File: config.mk
export PLATFORM = sky130hd
export DESIGN_NAME = xor_stream_accum
export DESIGN_NICKNAME = d
export VERILOG_FILES = /design/src/rtl/xor_stream_accum.sv
export SDC_FILE = /design/constraint.sdc
export NUM_CORES = 1
export LEC_CHECK = 0
export BUFFER_PORTS_ARGS = -buffer_cell sky130_fd_sc_hd__clkbuf_2
export CAP_MARGIN = 25
export CORE_MARGIN = 2
export CORE_UTILIZATION = 55
export CTS_CLUSTER_SIZE = 14
export DETAILED_ROUTE_END_ITERATION = 6
export HOLD_SLACK_MARGIN = 0.12
export PLACE_DENSITY = 0.8
export SETUP_SLACK_MARGIN = 0.3
export SYNTH_ARGS = -nofsm -noshare
export SYNTH_HDL_FRONTEND = slang
export SYNTH_SLANG_ARGS = --single-unit
File: constraint.sdc
create_clock -name clk -period 2.53 [get_ports clk]
set_input_delay 0.506 -clock clk [delete_from_list [all_inputs] [get_ports clk]]
set_output_delay 0.506 -clock clk [all_outputs]
set_load 0.01 [all_outputs]
File: src/rtl/xor_stream_accum.sv
// Streaming XOR accumulator: folds a frame of words into a running XOR
// and reports sum, parity, saturating word count and overflow per frame.
module xor_stream_accum #(
    parameter int                 WIDTH     = 8,
    parameter int                 MAX_WORDS = 16,
    parameter logic [WIDTH-1:0]   INIT      = {WIDTH{1'b0}},
    localparam int                CW        = $clog2(MAX_WORDS + 1)
) (
    input  logic             clk,
    input  logic             rst,
    input  logic             clear,
    input  logic             in_valid,
    output logic             in_ready,
    input  logic [WIDTH-1:0] in_data,
    input  logic             in_last,
    output logic             out_valid,
    input  logic             out_ready,
    output logic [WIDTH-1:0] out_sum,
    output logic             out_parity,
    output logic [CW-1:0]    out_count,
    output logic             out_ovf
);

    typedef enum logic {ACC, DONE} state_t;

    localparam logic [CW-1:0] MAXC = CW'(MAX_WORDS);

    state_t           state_q;
    logic [WIDTH-1:0] acc_q, acc_d;
    logic [CW-1:0]    cnt_q, cnt_d;
    logic             ovf_q, ovf_d;
    logic             out_valid_q;
    logic [WIDTH-1:0] out_sum_q;
    logic             out_parity_q;
    logic [CW-1:0]    out_count_q;
    logic             out_ovf_q;
    logic             accept;

    assign in_ready = (state_q == ACC) & ~rst;
    assign accept   = in_valid & in_ready;

    // Next values for an accepted word; the count sticks at MAX_WORDS.
    always_comb begin
        acc_d = acc_q ^ in_data;
        cnt_d = (cnt_q == MAXC) ? cnt_q : cnt_q + CW'(1);
        ovf_d = ovf_q | (cnt_q == MAXC);
    end

    always_ff @(posedge clk or posedge rst) begin
        if (rst) begin
            state_q      <= ACC;
            acc_q        <= INIT;
            cnt_q        <= '0;
            ovf_q        <= 1'b0;
            out_valid_q  <= 1'b0;
            out_sum_q    <= '0;
            out_parity_q <= 1'b0;
            out_count_q  <= '0;
            out_ovf_q    <= 1'b0;
        end else if (clear) begin
            state_q     <= ACC;
            acc_q       <= INIT;
            cnt_q       <= '0;
            ovf_q       <= 1'b0;
            out_valid_q <= 1'b0;
        end else begin
            case (state_q)
                ACC: begin
                    if (accept) begin
                        if (in_last) begin
                            out_sum_q    <= acc_d;
                            out_parity_q <= ^acc_d;
                            out_count_q  <= cnt_d;
                            out_ovf_q    <= ovf_d;
                            out_valid_q  <= 1'b1;
                            state_q      <= DONE;
                        end else begin
                            acc_q <= acc_d;
                            cnt_q <= cnt_d;
                            ovf_q <= ovf_d;
                        end
                    end
                end
                DONE: begin
                    if (out_valid_q && out_ready) begin
                        out_valid_q <= 1'b0;
                        acc_q       <= INIT;
                        cnt_q       <= '0;
                        ovf_q       <= 1'b0;
                        state_q     <= ACC;
                    end
                end
                default: state_q <= ACC;
            endcase
        end
    end

    assign out_valid  = out_valid_q;
    assign out_sum    = out_sum_q;
    assign out_parity = out_parity_q;
    assign out_count  = out_count_q;
    assign out_ovf    = out_ovf_q;

endmodule

==> metrics, run 1 <==
status completed; relative slew slack 0.538; grt ovf 0; crit-path max FO 12; Routed Wire Length 3000 µm; HP Class input pin to async pin; Area Growth Syn to Fin 13.6%; starting density of the core 0.573; Mapped Area 0.00155 mm²; Die Y-Extent 57.1 µm; most frequent cells in the layout dfrtp_1, clkbuf_2, nand2_1; Iter 0 DRT Violations 44; CTS Sinks 31; Fill cells 218; placed cell count 214; CP cell instances nor4b_4 -> and2b_1 -> and2_1 -> o21ai_0 -> o31ai_1; RSZ-0062 raised after global routing no; Post-CTS Repair Setup Buffers 0; Tightest Pin Transition 692 ps; Post-synth EDFFs 0; metal3 WL 194 µm; Root Driver clkbuf_4; clock-pin transition on the worst setup and hold timing paths 90 ps; iteration count of the initial detailed-routing pass 4; GPL Wtd Cong 0.815; Num CTS Buffers 5; Logic pwr share 0.241; largest net degree at the start of global routing 20; Routed Antenna Nets 0; critical path data required time 2770 ps; CP peak stage delay 470 ps; initial antenna violation count 0; H-tree lvl count 2; vias in the first global route 1118; DR vias/cell 5.42; cell-internal power 0.000784 W; Setup TNS Final 0 ps; commonest register cell after synthesis dfrtp_1; CTS tree built; clk_skew 5.14 ps; nets@finish 206; most common library cell in the layout ignoring fill and taps dfrtp_1; fmax 561 MHz; first-pass GRT wire length 5030 µm; Sequential Power Share 0.534; R2R depth 5; Clock Tree Buf Depth 2; Max stage delay cell, worst path and2b_1; dpl cell area 0.00172 mm²; critical path class flop to flop; Seq. cell area 776 µm²; Cells after Synth 155; multi-input combinational cell area 709 µm²; die area 0.00326 mm²; Arr. time, crit path 2020 ps; Worst setup SP type flop; final hold vios 0; Clk network pwr share 0.225; max-slew violations 0; Core ar. 0.00271 mm²; ratio of cells with drive above 1 in the final layout 0.243; chip width 57.1 µm; Worst-Skew Late Latency 320 ps; Boundary Pins 31; Avg WL per Cell 13.7 µm; input/output buffers 30; pwr/cell area 638 mW/mm²; top sig layer met4; Distinct cells, synth 29; final setup violation count 0; register area share after synthesis 0.500; post-cts sizing count 0; Post-CTS Hold Buffers 0; Worst setup EP type flop; Final Cell Area 0.00176 mm²; maxcap violations 0; Synth Net Count 171; Sw Pwr 0.000342 W; met1 WL 1390 µm; DRC viols 0; min Tclk post-route 1780 ps; all-layer global routing usage 0.201; post-DP HPWL 2300 µm; Avg Inst Size Synth 10.0 µm²; # diodes 0; Sw Ratio 0.304; Leakage 0.867 nW; #FFs+latches synth 31; row count 19; Ys Warns 0; maximum VDD drop 472 µV; FF-to-FF setup slack 750 ps; Cell Count, Final, Fillers Out 220; period utilization 0.704; met2 wire len 1370 µm; vias post-DR 1192; share of flip-flops with an asynchronous set or reset 1.00
[through the flow]
stage,power [W],hold slack [ps],util,setup WS [ps]
floorplan,0.000782,458,-,1010
global placement,0.000880,464,0.636,658
detailed placement,0.000888,471,0.636,545
CTS,0.00114,336,0.651,734
global route,0.00119,378,0.651,608
finish,0.00113,318,0.651,748
[registers in the layout (all words and copies together), names as in the netlist]
signal	cells
cnt_q	5
ovf_q	1
acc_q	8
out_ovf	1
out_count	5
out_valid	1
out_sum	8
state_q	1
out_parity	1
[layer usage]
layer,vias up,global-route usage
met4,0,0.0631
met1,564,0.270
li1,588,-
met5,-,0
met3,7,0.0726
met2,33,0.309
[synthesized netlist by cell type, drive strengths merged, types with 3 or more instances]
library cell	count	share of area
dfrtp	31	0.50
buf	4	0.027
o31ai	3	0.018
nand2	26	0.063
o21ai	25	0.081
nor2	13	0.031
nand3b	8	0.039
inv	5	0.012
xnor2	17	0.10
a21oi	3	0.0097
[power groups by stage]
stage          registers [W]  logic (W)  clock network [W]
4_1_cts             0.000603   0.000276           0.000256
3_5_place_dp        0.000613   0.000275                  0
3_3_place_gp        0.000609   0.000271                  0
6_report            0.000602   0.000272           0.000253
2_1_floorplan       0.000630   0.000153                  0
5_1_grt             0.000613   0.000301           0.000277
[logic make-up (layout without fill, tap and decap cells)]
family / Yosys count / in the layout / share of synthesized area
and+or+nand+nor: 55 / 55 / 0.181
AOI/OAI and AO/OA: 36 / 36 / 0.139
DFF: 31 / 31 / 0.500
xor gates and xnor gates: 19 / 19 / 0.112
buffers and inverters: 11 / 45 / 0.0435
adders and majority gates: 2 / 2 / 0.0161
muxes: 1 / 1 / 0.00967
[cell type report]
class	count	share of cell area
repair buffers	34	0.102
inverters	5	0.0106
clock buffers	6	0.0234
multi-input cells	113	0.402
flip-flops and latches	31	0.440
well taps	31	0.0220
[path summary, 6_finish.rpt]
| kind | start | endpoint |
|---|---|---|
| min in group clk | in_data[6] | acc_q[6] |
| max reg2reg | state_q | cnt_q[3] |
| min | rst | out_parity |
| min reg2reg | out_count[2] | out_count[2] |
| max | state_q | cnt_q[3] |
| max in group asynchronous | rst | out_sum[1] |
[worst max-delay path: cells and delay by family (launching register included)]
| kind | cells | cell delay [ps] |
|---|---|---|
| AO/OA/AOI/OAI | 2 | 140 |
| flip-flops | 1 | 460 |
| AND/OR/NAND/NOR | 3 | 1090 |
(Power assumes the default switching activity.)
==> inputs of run 2 (changes only) <==
--- a/config.mk
+++ b/config.mk
@@ -8,11 +8,11 @@
 export BUFFER_PORTS_ARGS = -buffer_cell sky130_fd_sc_hd__clkbuf_2
 export CAP_MARGIN = 25
 export CORE_MARGIN = 2
-export CORE_UTILIZATION = 55
+export CORE_UTILIZATION = 48
 export CTS_CLUSTER_SIZE = 14
 export DETAILED_ROUTE_END_ITERATION = 6
 export HOLD_SLACK_MARGIN = 0.12
-export PLACE_DENSITY = 0.8
+export PLACE_DENSITY = 0.74
 export SETUP_SLACK_MARGIN = 0.3
 export SYNTH_ARGS = -nofsm -noshare
 export SYNTH_HDL_FRONTEND = slang
==> constraint.sdc (replaced) <==
create_clock -name clk -period 1.5 [get_ports clk]
set_input_delay 0.3 -clock clk [delete_from_list [all_inputs] [get_ports clk]]
set_output_delay 0.3 -clock clk [all_outputs]
set_load 0.01 [all_outputs]
==> run 2 against run 1 <==
The flow now finishes with violations (setup timing). Count of clock-buffer cells in the layout unchanged. Flip-flop and latch count unchanged. Combinational power rose to 2.8 times the previous value. Die area up 14%. Global-route usage up 2.0 points. Critical path type unchanged. Critical endpoint is now acc_q[2]. Largest cell class is now multi-input combinational cells. Largest power group unchanged.
==> metrics, run 2 (synthesized netlist as in run 1, its figures left out) <==
fmax 629 MHz; most frequent cells in the layout dfrtp_1, clkbuf_2, buf_4; crit path to acc_q[2]; clock-pin transition on the worst setup and hold timing paths 110 ps; Final Total Pwr 0.00231 W; Worst setup EP type flop; critical path data required time 1770 ps; DRC viols 0; RR Startpoint state_q; Avg WL per Cell 18.0 µm; chip width 60.9 µm; nets@finish 237; relative slew slack 0.715; Worst setup SP type flop; max-slew violations 0; Arr. time, crit path 1860 ps; status finished, violations left; R2R depth 8; Worst-Skew Late Latency 340 ps; failing checks setup timing; grt ovf 0; die area 0.00371 mm²; Routed Antenna Nets 0; iteration count of the initial detailed-routing pass 4; Fill cells 174; initial antenna violation count 0; Area Growth Syn to Fin 55.7%; all-layer global routing usage 0.222; DR vias/cell 5.57; input/output buffers 30; min Tclk post-route 1590 ps; vias in the first global route 1335; CTS tree built; final critical-path setup slack -88.9 ps; ratio of cells with drive above 1 in the final layout 0.543; final core utilization 0.792; GPL Wtd Cong 0.778; Core ar. 0.00305 mm²; FF-to-FF setup slack -90 ps; Seq. cell area 777 µm²; clk_skew 14.9 ps; multi-input combinational cell area 966 µm²; first-pass GRT wire length 5890 µm; Num CTS Buffers 5; crit-path max FO 6; Setup TNS Final -204 ps; maximum VDD drop 852 µV; Critical Path Start state_q; maxcap violations 0; period utilization 1.06; Boundary Pins 31; final hold vios 0; Clock Tree Buf Depth 2; CTS Sinks 31; pwr/cell area 954 mW/mm²; post-DP HPWL 2270 µm; critical path class flop to flop; Root Driver clkbuf_4; largest net degree at the start of global routing 32; RSZ-0062 raised after global routing yes; # diodes 0; Iter 0 DRT Violations 124; Tightest Pin Transition 427 ps; HP Class input pin to flop; FF-to-FF End acc_q[2]; starting density of the core 0.509; Leakage 1.15 nW; H-tree lvl count 2; vias post-DR 1477; Die Y-Extent 60.9 µm; Routed Wire Length 4780 µm; final setup violation count 6; row count 20; most common library cell in the layout ignoring fill and taps dfrtp_1
run 2: repair_timing:
action | 4_1_cts | 5_1_grt
hold buffers | 1 | 0
setup buffers | 12 | 9
pin swaps | 13 | 14
hold endpoints to repair | 31 | 0
setup endpoints to repair | 31 | 33
cloned | 3 | 2
gates resized for setup | 38 | 39
run 2: layer usage:
layer,wire [µm],vias to the layer above,track usage
met5,0,-,0
met2,2400,86,0.373
li1,-,655,-
met1,1860,710,0.268
met3,286,26,0.0384
met4,237,0,0.124
run 2: critical path, cell delays in order, from the launching register on:
cell and delay (ps):
dfrtp_2 450, nor4b_4 260, buf_4 180, buf_12 110
buf_6 90, nand2b_4 80, nor2_1 150, o21ai_0 120
nand2_1 80
run 2: worst min path at each step:
| stage | from | slack (ps) | cells past startpoint | end |
|---|---|---|---|---|
| 4_1_cts | in_data[6] | 250 | 3 | acc_q[6] |
| 3_3_place_gp | rst | 430 | 3 | state_q |
| 6_report | in_data[6] | 260 | 3 | acc_q[6] |
| 3_5_place_dp | rst | 450 | 3 | out_valid |
| 5_1_grt | in_data[6] | 250 | 3 | acc_q[6] |
| 2_1_floorplan | rst | 400 | 1 | acc_q[0] |
run 2: cell type report:
type / count / share of cell area
Clock inverter: 1 / 0.00207
Inverter: 5 / 0.00776
Clock buffer: 6 / 0.0212
Timing Repair Buffer: 64 / 0.225
Sequential cell: 31 / 0.321
Tap cell: 44 / 0.0228
Multi-Input combinational cell: 114 / 0.400
run 2: stage by stage:
| step | instances | hold WS [ps] | setup slack, ps | area (µm²) |
|---|---|---|---|---|
| after floorplan | 155 | 397 | 60.8 | 1610 |
| after global placement | 231 | 433 | -106 | 1830 |
| after detailed placement | 231 | 455 | -152 | 1830 |
| after CTS | 254 | 245 | 52.8 | 2190 |
| after global routing | 265 | 248 | -150 | 2420 |
| final | 265 | 256 | -88.9 | 2420 |
run 2: power by group:
| group | total (W) | internal, W | switching, W |
|---|---|---|---|
| clock network | 0.000520 | 0.000217 | 0.000303 |
| logic | 0.000749 | 0.000382 | 0.000367 |
| registers | 0.00104 | 0.000942 | 0.0000949 |
| total | 0.00231 | 0.00154 | 0.000765 |
==> inputs of run 3 (changes only) <==
--- a/config.mk
+++ b/config.mk
@@ -9,11 +9,12 @@
 export CAP_MARGIN = 25
 export CORE_MARGIN = 2
 export CORE_UTILIZATION = 48
+export CTS_BUF_LIST = sky130_fd_sc_hd__clkbuf_16
 export CTS_CLUSTER_SIZE = 14
 export DETAILED_ROUTE_END_ITERATION = 6
 export HOLD_SLACK_MARGIN = 0.12
 export PLACE_DENSITY = 0.74
-export SETUP_SLACK_MARGIN = 0.3
+export SETUP_SLACK_MARGIN = 0.02
 export SYNTH_ARGS = -nofsm -noshare
 export SYNTH_HDL_FRONTEND = slang
 export SYNTH_SLANG_ARGS = --single-unit
==> run 3 against run 2 <==
The run now ends clean. Hold slack worse by 100 ps. Total power rose by 5.8%. Setup slack better by 140 ps. Final cell count is 7.2% lower. Sequential share of layout area grew 6.8 points. Clock skew down 13 ps. Sequential power is essentially flat. First-iteration DRC count shrank 74%. Critical path type unchanged.
==> metrics, run 3 (synthesized netlist as in run 1, its figures left out) <==
Routed Wire Length 3220 µm; Sw Pwr 0.000662 W; max-slew violations 0; Area Growth Syn to Fin 28.6%; Num CTS Buffers 5; pwr/cell area 1220 mW/mm²; Worst-Skew Late Latency 280 ps; Avg WL per Cell 13.1 µm; maximum VDD drop 703 µV; maxcap violations 0; Final Cell Area 0.00200 mm²; CTS Sinks 31; cell-internal power 0.00178 W; Arr. time, crit path 1600 ps; all-layer global routing usage 0.190; die area 0.00371 mm²; Root Driver clkbuf_16; Clock Tree Buf Depth 2; vias in the first global route 1196; CP peak stage delay 420 ps; RSZ-0062 raised after global routing yes; Routed Antenna Nets 0; HP Class input pin to async pin; Final Total Pwr 0.00244 W; Worst setup EP type flop; H-tree lvl count 2; placed cell count 232; starting density of the core 0.509; CTS tree built; iteration count of the initial detailed-routing pass 3; critical path class flop to flop; post-DP HPWL 2200 µm; relative slew slack 0.719; chip width 60.9 µm; DR vias/cell 5.02; Boundary Pins 31; CP cell instances buf_4 -> nand3b_1 -> o31ai_4 -> buf_12 -> o21ai_0 -> o41ai_2; most frequent cells in the layout dfrtp_1, clkbuf_2, nand2_1; Leakage 0.985 nW; Die Y-Extent 60.9 µm; Max stage delay cell, worst path dfrtp_2; grt ovf 0; Clk network pwr share 0.384; # diodes 0; met2 wire len 1710 µm; Post-CTS Hold Buffers 0; Core ar. 0.00305 mm²; fmax 691 MHz; nets@finish 217; Sequential Power Share 0.417; dpl cell area 0.00178 mm²; initial antenna violation count 0; critical path data required time 1650 ps; number of buffer and inverter stages on the critical path 2; GPL Wtd Cong 0.754; clock-pin transition on the worst setup and hold timing paths 50 ps; period utilization 0.964; Sw Ratio 0.271; crit-path max FO 13; ratio of cells with drive above 1 in the final layout 0.312; Worst setup SP type flop; largest net degree at the start of global routing 32; status completed; first-pass GRT wire length 4970 µm; DRC viols 0; Fill cells 267; final hold vios 0; pre-CTS setup slack -157 ps; input/output buffers 30; final setup violation count 0; top sig layer met4; met1 WL 1330 µm; Logic pwr share 0.200; metal3 WL 115 µm; vias post-DR 1235; min Tclk post-route 1450 ps; Cell Count, Final, Fillers Out 246; clk_skew 2.25 ps; Tightest Pin Transition 421 ps; row count 20; Iter 0 DRT Violations 32; final critical-path setup slack 53.6 ps; Crit path max-delay family flip-flops; Setup TNS Final 0 ps
run 3: routing by layer:
metal | vias up | GRT usage
li1 | 612 | -
met1 | 593 | 0.195
met2 | 23 | 0.335
met3 | 7 | 0.0661
met4 | 0 | 0.109
met5 | - | 0
run 3: power by group through the flow:
| stage | Combinational, W | Sequential (W) | Clock (W) |
|---|---|---|---|
| after global placement | 0.000453 | 0.00102 | 0 |
| final | 0.000487 | 0.00102 | 0.000935 |
| after global routing | 0.000542 | 0.00103 | 0.000988 |
| after detailed placement | 0.000463 | 0.00103 | 0 |
| after CTS | 0.000477 | 0.00102 | 0.000962 |
| after floorplan | 0.000258 | 0.00106 | 0 |
run 3: tightest hold or removal path, cell delays in order:
cell and delay (ps):
clkbuf_2 120, inv_1 70, buf_4 360
run 3: what timing repair did:
| action | 4_1_cts | 5_1_grt |
|---|---|---|
| setup buffers | 2 | 4 |
| gates resized for setup | 4 | 5 |
| setup endpoints to repair | 21 | 22 |
| pin swaps | 0 | 3 |
run 3: through the flow:
stage	hold slack, ps	utilization
2_1_floorplan	397	-
5_1_grt	203	0.654
3_5_place_dp	459	0.582
6_report	154	0.654
3_3_place_gp	434	0.582
4_1_cts	163	0.637
run 3: area by class of cell:
type	instances	area, µm²	share of cell area
Sequential cell	31	777	0.389
Timing Repair Buffer	45	275	0.138
Multi-Input combinational cell	113	733	0.367
Clock buffer	5	125	0.0627
Inverter	5	18.8	0.00940
Tap cell	44	55.1	0.0276
Clock inverter	3	12.5	0.00627
run 3: final timing paths:
path                       slack, ps  cells past startpoint        from  endpoint
max reg2reg                       50                      6     state_q  cnt_q[2]
max                               50                      6     state_q  cnt_q[2]
max in group asynchronous       1040                      3         rst   state_q
min                              150                      3         rst  acc_q[6]
min in group clk                 280                      3  in_data[6]  acc_q[6]
min reg2reg                      480                      2     out_ovf   out_ovf
